File: src/rtl/geofence_ap_sorter.sv
// Geofence capture stage: buffers object + N_AP antenna points, sorts
// AP1..AP(N_AP-1) by angle around AP0, then replays the frame in order.
module geofence_ap_sorter #(
    parameter int W    = 10,
    parameter int N_AP = 6
) (
    input  logic         clk,
    input  logic         reset,
    input  logic         in_valid,
    input  logic [W-1:0] X,
    input  logic [W-1:0] Y,
    output logic         busy,
    output logic         out_valid,
    output logic [W-1:0] out_x,
    output logic [W-1:0] out_y,
    output logic [2:0]   out_idx,
    output logic         out_last
);
    localparam int NS = N_AP + 1;
    localparam int CW = $clog2(NS + 1);
    localparam int PW = 2 * W + 2;
    localparam logic [CW-1:0] LAST_SLOT = CW'(N_AP);
    localparam logic [CW-1:0] EMIT_END  = CW'(NS);
    localparam logic [CW-1:0] ONE       = CW'(1);
    localparam logic [CW-1:0] J_TOP     = CW'(N_AP - 2);

    typedef enum logic [1:0] {
        LOAD = 2'd0,
        SORT = 2'd1,
        EMIT = 2'd2
    } state_t;

    state_t state, state_n;

    logic [W-1:0]  px [NS];
    logic [W-1:0]  py [NS];
    logic [CW-1:0] cnt, j, jmax, e, ja, jb;
    logic          load_en, sort_en, emit_en, sort_done, swap;

    logic signed [W:0]    vax, vay, vbx, vby;
    logic signed [PW-1:0] pab, pba;
    logic signed [PW:0]   cr;

    // Slot 0 is the object and slot 1 is AP0, so AP position j lives in slot j+1
    assign ja = j + ONE;
    assign jb = j + CW'(2);

    assign vax = $signed({1'b0, px[ja]}) - $signed({1'b0, px[1]});
    assign vay = $signed({1'b0, py[ja]}) - $signed({1'b0, py[1]});
    assign vbx = $signed({1'b0, px[jb]}) - $signed({1'b0, px[1]});
    assign vby = $signed({1'b0, py[jb]}) - $signed({1'b0, py[1]});

    assign pab = PW'(vax) * PW'(vby);
    assign pba = PW'(vay) * PW'(vbx);
    assign cr  = (PW + 1)'(pab) - (PW + 1)'(pba);

    // Strictly negative only: collinear points keep their input order
    assign swap = cr[PW];

    assign sort_done = (jmax == ONE) && (j == ONE);

    always_ff @(posedge clk) begin
        if (reset) begin
            state <= LOAD;
        end else begin
            state <= state_n;
        end
    end

    always_comb begin
        state_n = state;
        unique case (state)
            LOAD: if (in_valid && cnt == LAST_SLOT) state_n = SORT;
            SORT: if (sort_done) state_n = EMIT;
            EMIT: if (e == EMIT_END) state_n = LOAD;
            default: state_n = LOAD;
        endcase
    end

    always_comb begin
        load_en = 1'b0;
        sort_en = 1'b0;
        emit_en = 1'b0;
        unique case (state)
            LOAD: load_en = in_valid;
            SORT: sort_en = 1'b1;
            EMIT: emit_en = (e != EMIT_END);
            default: load_en = 1'b0;
        endcase
    end

    always_ff @(posedge clk) begin
        if (reset) begin
            cnt       <= '0;
            j         <= ONE;
            jmax      <= J_TOP;
            e         <= '0;
            busy      <= 1'b0;
            out_valid <= 1'b0;
            out_last  <= 1'b0;
            out_x     <= '0;
            out_y     <= '0;
            out_idx   <= '0;
        end else begin
            busy      <= (state_n != LOAD);
            out_valid <= emit_en;
            out_last  <= emit_en && (e == LAST_SLOT);
            if (load_en) begin
                px[cnt] <= X;
                py[cnt] <= Y;
                if (cnt == LAST_SLOT) begin
                    cnt  <= '0;
                    j    <= ONE;
                    jmax <= J_TOP;
                    e    <= '0;
                end else begin
                    cnt <= cnt + ONE;
                end
            end
            if (sort_en) begin
                if (swap) begin
                    px[ja] <= px[jb];
                    py[ja] <= py[jb];
                    px[jb] <= px[ja];
                    py[jb] <= py[ja];
                end
                if (j == jmax) begin
                    j    <= ONE;
                    jmax <= jmax - ONE;
                end else begin
                    j <= j + ONE;
                end
            end
            if (emit_en) begin
                out_x   <= px[e];
                out_y   <= py[e];
                out_idx <= 3'(e);
                e       <= e + ONE;
            end
        end
    end

endmodule

File: config.mk
export PLATFORM = sky130hd
export DESIGN_NAME = geofence_ap_sorter
export DESIGN_NICKNAME = d
export VERILOG_FILES = /design/src/rtl/geofence_ap_sorter.sv
export SDC_FILE = /design/constraint.sdc
export NUM_CORES = 1
export LEC_CHECK = 0
export ABC_AREA = 1
export BUFFER_PORTS_ARGS = -buffer_cell sky130_fd_sc_hd__buf_4
export CAP_MARGIN = 10
export CORE_MARGIN = 2
export CORE_UTILIZATION = 55
export CTS_BUF_LIST = sky130_fd_sc_hd__clkbuf_8 sky130_fd_sc_hd__clkbuf_16
export CTS_CLUSTER_DIAMETER = 80
export CTS_CLUSTER_SIZE = 16
export DETAILED_ROUTE_END_ITERATION = 7
export PLACE_DENSITY = 0.77
export SLEW_MARGIN = 15
export SYNTH_ARGS = -nofsm -noshare
export SYNTH_HDL_FRONTEND = slang
export SYNTH_SLANG_ARGS = --single-unit
File: constraint.sdc
create_clock -name clk -period 10.3 [get_ports clk]
set_input_delay 1.545 -clock clk [delete_from_list [all_inputs] [get_ports clk]]
set_output_delay 1.545 -clock clk [all_outputs]
set_load 0.02 [all_outputs]
After elaboration in Yosys (flattened, before gate mapping)
Memory sizes are Yosys's and may differ from the RTL's. A register that Yosys moved wholly into a read port is not among the register bits.
Index checks and enable logic that the tools add are counted.
{"block": "totals", "register_bits": 20, "latchBits": 0, "mem_bits_rw": 140, "romBits": 0, "in_bits": 23, "output_inout_bits": 26, "elab_cells": 77, "memories": 2}
{"block": "op_classes", "n_addsub": 10, "mul": 2, "div": 0, "magnitude_cmp": 0, "n_eq_ne": 9, "n_shift": 0, "muxes": 32, "bitwise_logic": 0, "reduce_logical": 13}
{"name": "px", "depth": 7, "width": 10, "read_ports": 4, "rd_clocked_by_memory_dff": 1, "wr": 2, "line_no": "35", "source": "logic [W-1:0] px [NS];"}
{"name": "py", "depth": 7, "width": 10, "read_ports": 4, "rd_clocked_by_memory_dff": 1, "wr": 2, "line_no": "36", "source": "logic [W-1:0] py [NS];"}
{"operator": "11-bit by 11-bit multiplier with 22-bit output", "count": 2}
{"operator": "10-bit by 10-bit subtractor with 11-bit output", "count": 4}
{"operator": "3-bit 2-to-1 mux", "count": 14}
{"operator": "22-bit by 22-bit subtractor with 23-bit output", "count": 1}
{"operator": "10-bit 2-to-1 mux", "count": 2}
{"operator": "10-bit OR reduction", "count": 2}
{"operator": "1-bit 2-to-1 mux", "count": 12}
{"operator": "2-bit nonzero test", "count": 5}
{"operator": "3-bit by 1-bit adder with 3-bit output (second input constant)", "count": 3}
{"operator": "3-bit == test (second input constant)", "count": 3}
{"operator": "3-bit by 1-bit == test with 1-bit output (second input constant)", "count": 2}
{"operator": "2-bit 2-to-1 mux", "count": 3}
{"operator": "2-bit case mux with 3 select lines", "count": 1}
{"operator": "2-bit AND reduction", "count": 2}
{"operator": "3-bit by 2-bit adder with 3-bit output (second input constant)", "count": 1}
{"operator": "3-bit == test", "count": 1}
{"operator": "1-bit logical AND", "count": 3}
{"operator": "3-bit inequality test (second input constant)", "count": 1}
{"operator": "3-bit by 1-bit subtractor with 3-bit output (second input constant)", "count": 1}
{"operator": "2-bit by 1-bit == test with 1-bit output (second input constant)", "count": 1}
{"operator": "2-bit == test (second input constant)", "count": 1}
{"operator": "2-bit logical NOT", "count": 1}

Depth between registers and ports, before layout
Gate-level depths: netlist of run 1.
An unclocked memory read counts as a cell.
{"block": "depth", "depth_word": 11, "depth_mapped": 52, "depth_no_buf": 47}

Worst setup path before layout of run 1
Ideal clock, no wire load.
{"block": "synth_path", "kind": "register -> register", "from": "register j[1]", "to": "memory px[0][0], enable pin", "setup_time_ps": 377, "t_arrival_ps": 9484, "required_ps": 9923, "path_slack_ps": 439, "path_stages_with_launch": 46, "path_buffers": 6, "cell_sequence": "dfxtp_1 > buf_2 > clkinv_1 > clkbuf_1 > ha_1 > clkinv_1 > clkbuf_1 > o21ai_0 > o22ai_1 > nor2_1 > a31oi_1 > ha_1 > inv_1 > nor3_1 > nand3_1 > nand3_1 > clkbuf_1 > nor2_1 > [10 not listed] > inv_1 > fa_1 > inv_1 > ha_1 > nand2_1 > nor3_2 > nand3_1 > nor2_1 > nor2_2 > nand3_1 > nand3_2 > buf_6 > buf_2 > nand2_1 > nand2_1 > nor2_1 > nand2_1 > nand2_1"}
{"element": "start, declared", "line_no": "37", "source": "logic [CW-1:0] cnt, j, jmax, e, ja, jb;"}
{"element": "start signal, assigned", "line_no": "131", "source": "j <= j + ONE;"}
{"element": "end, declared", "line_no": "35"}

==> results of run 1 <==
## cell usage in the layout, fill, tap and decap left out, types with 34 or more instances in the layout
cell type / n
a21oi_1: 155
buf_4: 119
dfxtp_1: 36
edfxtp_1: 140
fa_1: 279
ha_1: 128
inv_1: 528
nand2_1: 550
nand3_1: 50
nor2_1: 278
o211ai_1: 34
o21ai_0: 305
o21ai_1: 51
## worst min path at each step
stage / startpoint / end / slack, ns / cells past startpoint
2_1_floorplan: cnt[2] / cnt[2] / 0.46 / 2
3_3_place_gp: jmax[1] / jmax[1] / 0.48 / 2
3_5_place_dp: jmax[1] / jmax[1] / 0.49 / 2
4_1_cts: jmax[1] / jmax[1] / 0.50 / 2
5_1_grt: jmax[1] / jmax[1] / 0.53 / 2
6_report: jmax[1] / jmax[1] / 0.50 / 2
## registers in the layout (all words and copies together), names as in the netlist
register and cells:
px 70, py 70, out_x 10, out_y 10, cnt 3, e 3, j 3, jmax 3
out_idx 3, state 2, busy 1, out_last 1, out_valid 1
## layout make-up
cell class	count	area share, %
Multi-Input combinational cell	2028	60.6
Sequential cell	180	20.4
Inverter	543	8.35
Timing Repair Buffer	144	5.62
Tap cell	525	2.67
Clock buffer	17	1.73
Clock inverter	15	0.631
Timing Repair inverter	1	0.0204
## cells by family after synthesis
group,Yosys count
flops,180
compound gates,648
xor+xnor,19
simple gates,953
buf+inv,670
fa+ha+maj,408
## worst reg2reg max path, delay by kind of cell (launching register included)
family                     cells  cell delay [ns]
and+or+nand+nor               11             1.92
adders and majority gates     11             4.87
AOI/OAI and AO/OA              5             0.81
DFF                            1             0.41
buffers and inverters          9             1.57
## repair_timing
| item | CTS | global route |
|---|---|---|
| gates resized for setup | 0 | 34 |
| endpoints found under the setup margin | 0 | 280 |
| setup buffers | 0 | 4 |
| endpoints found under the hold margin | 0 | 0 |
## routing by layer
metal	GRT usage [%]	share of wire, %	wire length [µm]	up-vias
li1	-	-	-	9212
met1	45.6	41	28400	9526
met2	53.5	45	31200	1072
met3	7.14	10	7100	199
met4	15.0	4.8	3370	0
met5	0	0	0	-
## per-stage QoR
step | cell area (µm²) | util [%] | hold WS, ns | std cells
detailed placement | 23800 | 59.6 | 0.489 | 3416
floorplan | 22400 | - | 0.457 | 2878
finish | 24600 | 61.4 | 0.500 | 3453
global route | 24600 | 61.4 | 0.527 | 3453
global placement | 23800 | 59.6 | 0.483 | 3416
CTS | 24400 | 61.0 | 0.502 | 3448
==> metrics, run 1 <==
pre-CTS setup slack=0.164 ns; area of the multi-input gates=14,900 µm²; final setup margin=0.435 ns; top cells by area, synth=fa_1 (25%), edfxtp_1 (19%), nand2_1 (9.3%); post-DR wirelength/cell=20.3 µm; Critical Path End Type=flip-flop; initial antenna violation count=0; FF+latch count, synth=180; number of synthesized flops with an enable pin=140; Synth cell types=50; flip-flop and latch area=5010 µm²; crit-path leading delay family=adder cells; antenna viol nets, final=0; CTS tree=yes; Final setup viols=0; Final Cycle Share=95.8%; largest family of logic cells by synthesized area=adder cells; global-route wire length before repair=109,000 µm; gr ovfl total=0; Die Y=206 µm; Syn Area/Cell=7.79 µm²; Final HPWL DP=56,000 µm; crit-path max cell delay=0.53 ns; chip width=206 µm; share of the yosys chip area belonging to registers=22.3%; DR iter-0 viols=2,349; core area=40,000 µm²; Tightest Hold Check Type=flip-flop to flip-flop; Worst Max-Slew Pin Slew=1.19 ns; critical path class=flip-flop to flip-flop; Slew Limit Fails=0; P&R area growth vs syn=9.57%; CP Launch Type=flip-flop; post-synthesis mux area share=0%; Synth Area in Simple Gates=17.2%; Die Area=42,400 µm²; Clock Root Buffer=clkbuf_16; RR Startpoint=j[0]; Site Rows=73; Total Wirelength=70,100 µm; CP max stage cell=fa_1; filler instances=3,540; status=finished clean; final hold viol count=0; clk_lat worst skew=0.46 ns; vias=20,009; RSZ-0062 raised after global routing=false; Synth Area in XOR/XNOR=0.742%; CTS sink count=180; io pins=49; cts bufs inserted=17; Clock transition at path regs=0.08 ns; synthesis warning total=0; fmax=101 MHz; Synth Area in Compound Gates=15.9%; worst endpoint data arrival time=10.06 ns; post-synthesis adder-cell area fraction=32.1%; Mapped Cells=2,878; Final nets=3,346; initial core utilization=56.0%; Via density=5.79; max-capacitance violation count=0; Req. time, crit path=10.50 ns; Max transition margin=20.3%; Critical Path Fanout Max=16; post-synth top area cell=fa_1; Port Buffer Count=48; worst r2r path cells=36; CP startpoint=j[0]; WP buf/inv=9; Stages on worst setup path=36; vias in the first global route=19,896; worst r2r dst=py[0][0]; DRC errors left=0; # diodes=0; Clock Skew=0.0153 ns; Async SR Flop Fraction=0%; worst-case clock buffer depth=2; largest net degree at the start of global routing=113; setup TNS=0 ns; reg-to-reg setup timing slack=0.44 ns; most frequent CP cell=fa_1; Final min period=9.86 ns; Net Count, Synth=3,309; Synth top cells by count=nand2_1 (554), inv_1 (529), o21ai_0 (311); share of Yosys cell area claimed by the top area cell type=24.9%; Total GRT Usage=34.0%; ys flop type=edfxtp_1; most common cell in the synthesized netlist=nand2_1; layout cell share with drive strength beyond 1=9.05%; synthesized cell area=22,400 µm²; htree depth=4; GPL Wtd Cong=1.00; Pre-Repair DR Iteration Count=6; hold buffers post-CTS=0; crit path capture=py[0][0]
Power of run 1 is left out: the tool's default activity adds up to more than one toggle a clock period on the data nets, which glitch-free logic cannot reach.
==> inputs of run 2 (changes only) <==
--- a/config.mk
+++ b/config.mk
@@ -8,9 +8,10 @@
 export ABC_AREA = 1
 export BUFFER_PORTS_ARGS = -buffer_cell sky130_fd_sc_hd__buf_4
 export CAP_MARGIN = 10
+export CORE_ASPECT_RATIO = 1.5
 export CORE_MARGIN = 2
 export CORE_UTILIZATION = 55
-export CTS_BUF_LIST = sky130_fd_sc_hd__clkbuf_8 sky130_fd_sc_hd__clkbuf_16
+export CTS_BUF_LIST = sky130_fd_sc_hd__clkbuf_8
 export CTS_CLUSTER_DIAMETER = 80
 export CTS_CLUSTER_SIZE = 16
 export DETAILED_ROUTE_END_ITERATION = 7
==> constraint.sdc (replaced) <==
create_clock -name clk -period 10.3 [get_ports clk]
set_input_delay 1.545 -clock clk [delete_from_list [all_inputs] [get_ports clk]]
set_output_delay 1.545 -clock clk [all_outputs]
set_load 0.05 [all_outputs]
==> metrics, run 2 (synthesis results as in run 1) <==
Total Wirelength=72,000 µm (+2.7%); RR Startpoint=j[1]; Final Cycle Share=95.9% (about the same); pre-CTS setup slack=0.209 ns (+0.0443 ns); Final min period=9.87 ns (+0.00899 ns); hold buffers post-CTS=0 (unchanged); fmax=101 MHz (about the same); most common cell after layout, fill and taps aside=nand2_1; worst r2r dst=py[3][1]; placed instance count=3,400 (-0.47%); Final nets=3,349 (+0.090%); max-capacitance violation count=0 (unchanged); largest net degree at the start of global routing=73 (-35%); Worst Max-Slew Pin Slew=0.921 ns (-0.268 ns); CP Launch Type=flip-flop; post-DR wirelength/cell=20.9 µm (+3.2%); Non-Filler Instances=3,438 (-0.43%); Critical Path End Type=flip-flop; CTS tree=yes; Pwr Density=372 nW/µm²; Total GRT Usage=34.4% (+0.34 points); WHS Path Cells=2 (unchanged); reg-to-reg setup timing slack=0.43 ns (about the same); CP max stage cell=fa_1; Req. time, crit path=10.47 ns (-0.03 ns); biggest registers after layout=px (70), py (70); final instance area=24,400 µm² (-0.87%); chip width=169 µm (-18%); cts bufs inserted=17 (unchanged); DRC errors left=1 (+1); Port Buffer Count=48 (unchanged); worst r2r path cells=44 (+22%); Max transition margin=38.4% (+18 points); min-delay src=out_idx[1]; crit-path leading delay family=adder cells; setup TNS=0 ns (unchanged); Clock Root Buffer=clkbuf_8; placed cell area=23,700 µm² (-0.48%); static leakage=11.1 nW; vias in the first global route=20,745 (+4.3%); status=finished, violations left; htree depth=4 (unchanged); initial core utilization=55.8% (-0.27 points); antenna viol nets, final=0 (unchanged); most frequent CP cell=nand2_1; Peak VDD IR=0.000653 V; Final HPWL DP=55,400 µm (-1.1%); failing checks=design-rule violations; DR iter-0 viols=1,904 (-19%); Pre-Repair DR Iteration Count=8 (+2); Final setup viols=0 (unchanged); vias=20,293 (+1.4%); Die Area=42,400 µm² (about the same); final setup margin=0.426 ns (-0.00899 ns); clk_lat worst skew=0.49 ns (+0.03 ns); initial antenna violation count=1 (+1); Critical Path Fanout Max=20 (+4); core area=40,200 µm² (+0.49%); commonest non-fill, non-tap cells in the layout=nand2_1 (552), inv_1 (526), o21ai_0 (309), fa_1 (278), nor2_1 (277); Site Rows=90 (+23%); Via density=5.90 (+1.9%); gr ovfl total=0 (unchanged); worst-case clock buffer depth=2 (unchanged); Final Util=60.6% (-0.83 points); Die Y=251 µm (+22%); Clock transition at path regs=0.10 ns (+0.02 ns); P&R area growth vs syn=8.62%; GPL Wtd Cong=1.15 (+15%); Clock Skew=0.0241 ns (+0.00879 ns); hold-critical path endpoint=out_idx[1]; Tightest Hold Check Type=flip-flop to flip-flop; Slew Limit Fails=0 (unchanged); global-route wire length before repair=110,000 µm (+0.97%); WP buf/inv=11 (+2); CTS sink count=180 (unchanged); crit-path max cell delay=0.57 ns (+0.04 ns); worst endpoint data arrival time=10.05 ns (about the same); layout cell share with drive strength beyond 1=9.14% (+0.093 points); final hold viol count=0 (unchanged); io pins=49 (unchanged); critical path class=flip-flop to flip-flop; RSZ-0062 raised after global routing=true
-- run 2: changes by cell type in the layout (fill, tap and decap cells not counted), sizes merged --
cell / before / now
clkbuf: 17 / 21
inv: 545 / 542
buf: 144 / 146
clkinv: 5 / 7
bufinv: 2 / 1
clkinvlp: 7 / 6
diode: 0 / 1
-- run 2: cell type report --
type | instances | area, µm²
clock buffer | 19 | 262
clock inverter | 13 | 114
fill | 3544 | 15800
timing repair buffer | 148 | 1370
antenna | 1 | 2.50
sequential | 180 | 5010
inverter | 543 | 2050
tap | 506 | 633
multi-input combinational | 2028 | 14900
-- run 2: metrics by stage --
step | hold slack [ns] | power, W
6_report | 0.511 | 0.00906
3_5_place_dp | 0.491 | 0.00855
3_3_place_gp | 0.483 | 0.00828
2_1_floorplan | 0.457 | 0.00651
4_1_cts | 0.506 | 0.00908
5_1_grt | 0.533 | 0.0103
-- run 2: what timing repair did --
item                                   4_1_cts  5_1_grt
setup endpoints to repair                    0      280
endpoints found under the hold margin        0        0
gates resized for setup                      0       45
setup buffers                                0        3
-- run 2: tightest hold or removal path, stage by stage (launching register included) --
cell,delay [ns]
dfxtp_1,0.33
nor2_1,0.10
a211oi_1,0.05
-- run 2: per-layer routing --
metal	track usage [%]	wire length, µm	vias up
li1	-	-	9236
met1	36.6	24400	9639
met2	60.8	36000	1068
met3	4.74	5180	350
met4	27.0	6430	0
met5	0	0	-
-- run 2: worst max-delay path by stage --
stage / startpoint / endpoint / slack, ns / depth (start not counted)
2_1_floorplan: j[1] / px[0][0] / 0.44 / 45
3_3_place_gp: j[1] / px[4][4] / 0.30 / 45
3_5_place_dp: j[0] / px[2][2] / 0.21 / 48
4_1_cts: j[0] / py[2][2] / 0.13 / 48
5_1_grt: j[1] / px[3][1] / -0.01 / 48
6_report: j[1] / py[3][1] / 0.43 / 44
-- run 2: power by group --
group	internal, W	total, W	switching, W	leakage, nW
clock	0.000203	0.000473	0.000270	0.184
sequential	0.000793	0.000801	0.00000755	1.59
combinational	0.00307	0.00779	0.00471	9.37
Note: power is estimated with default switching activity, not from simulation.
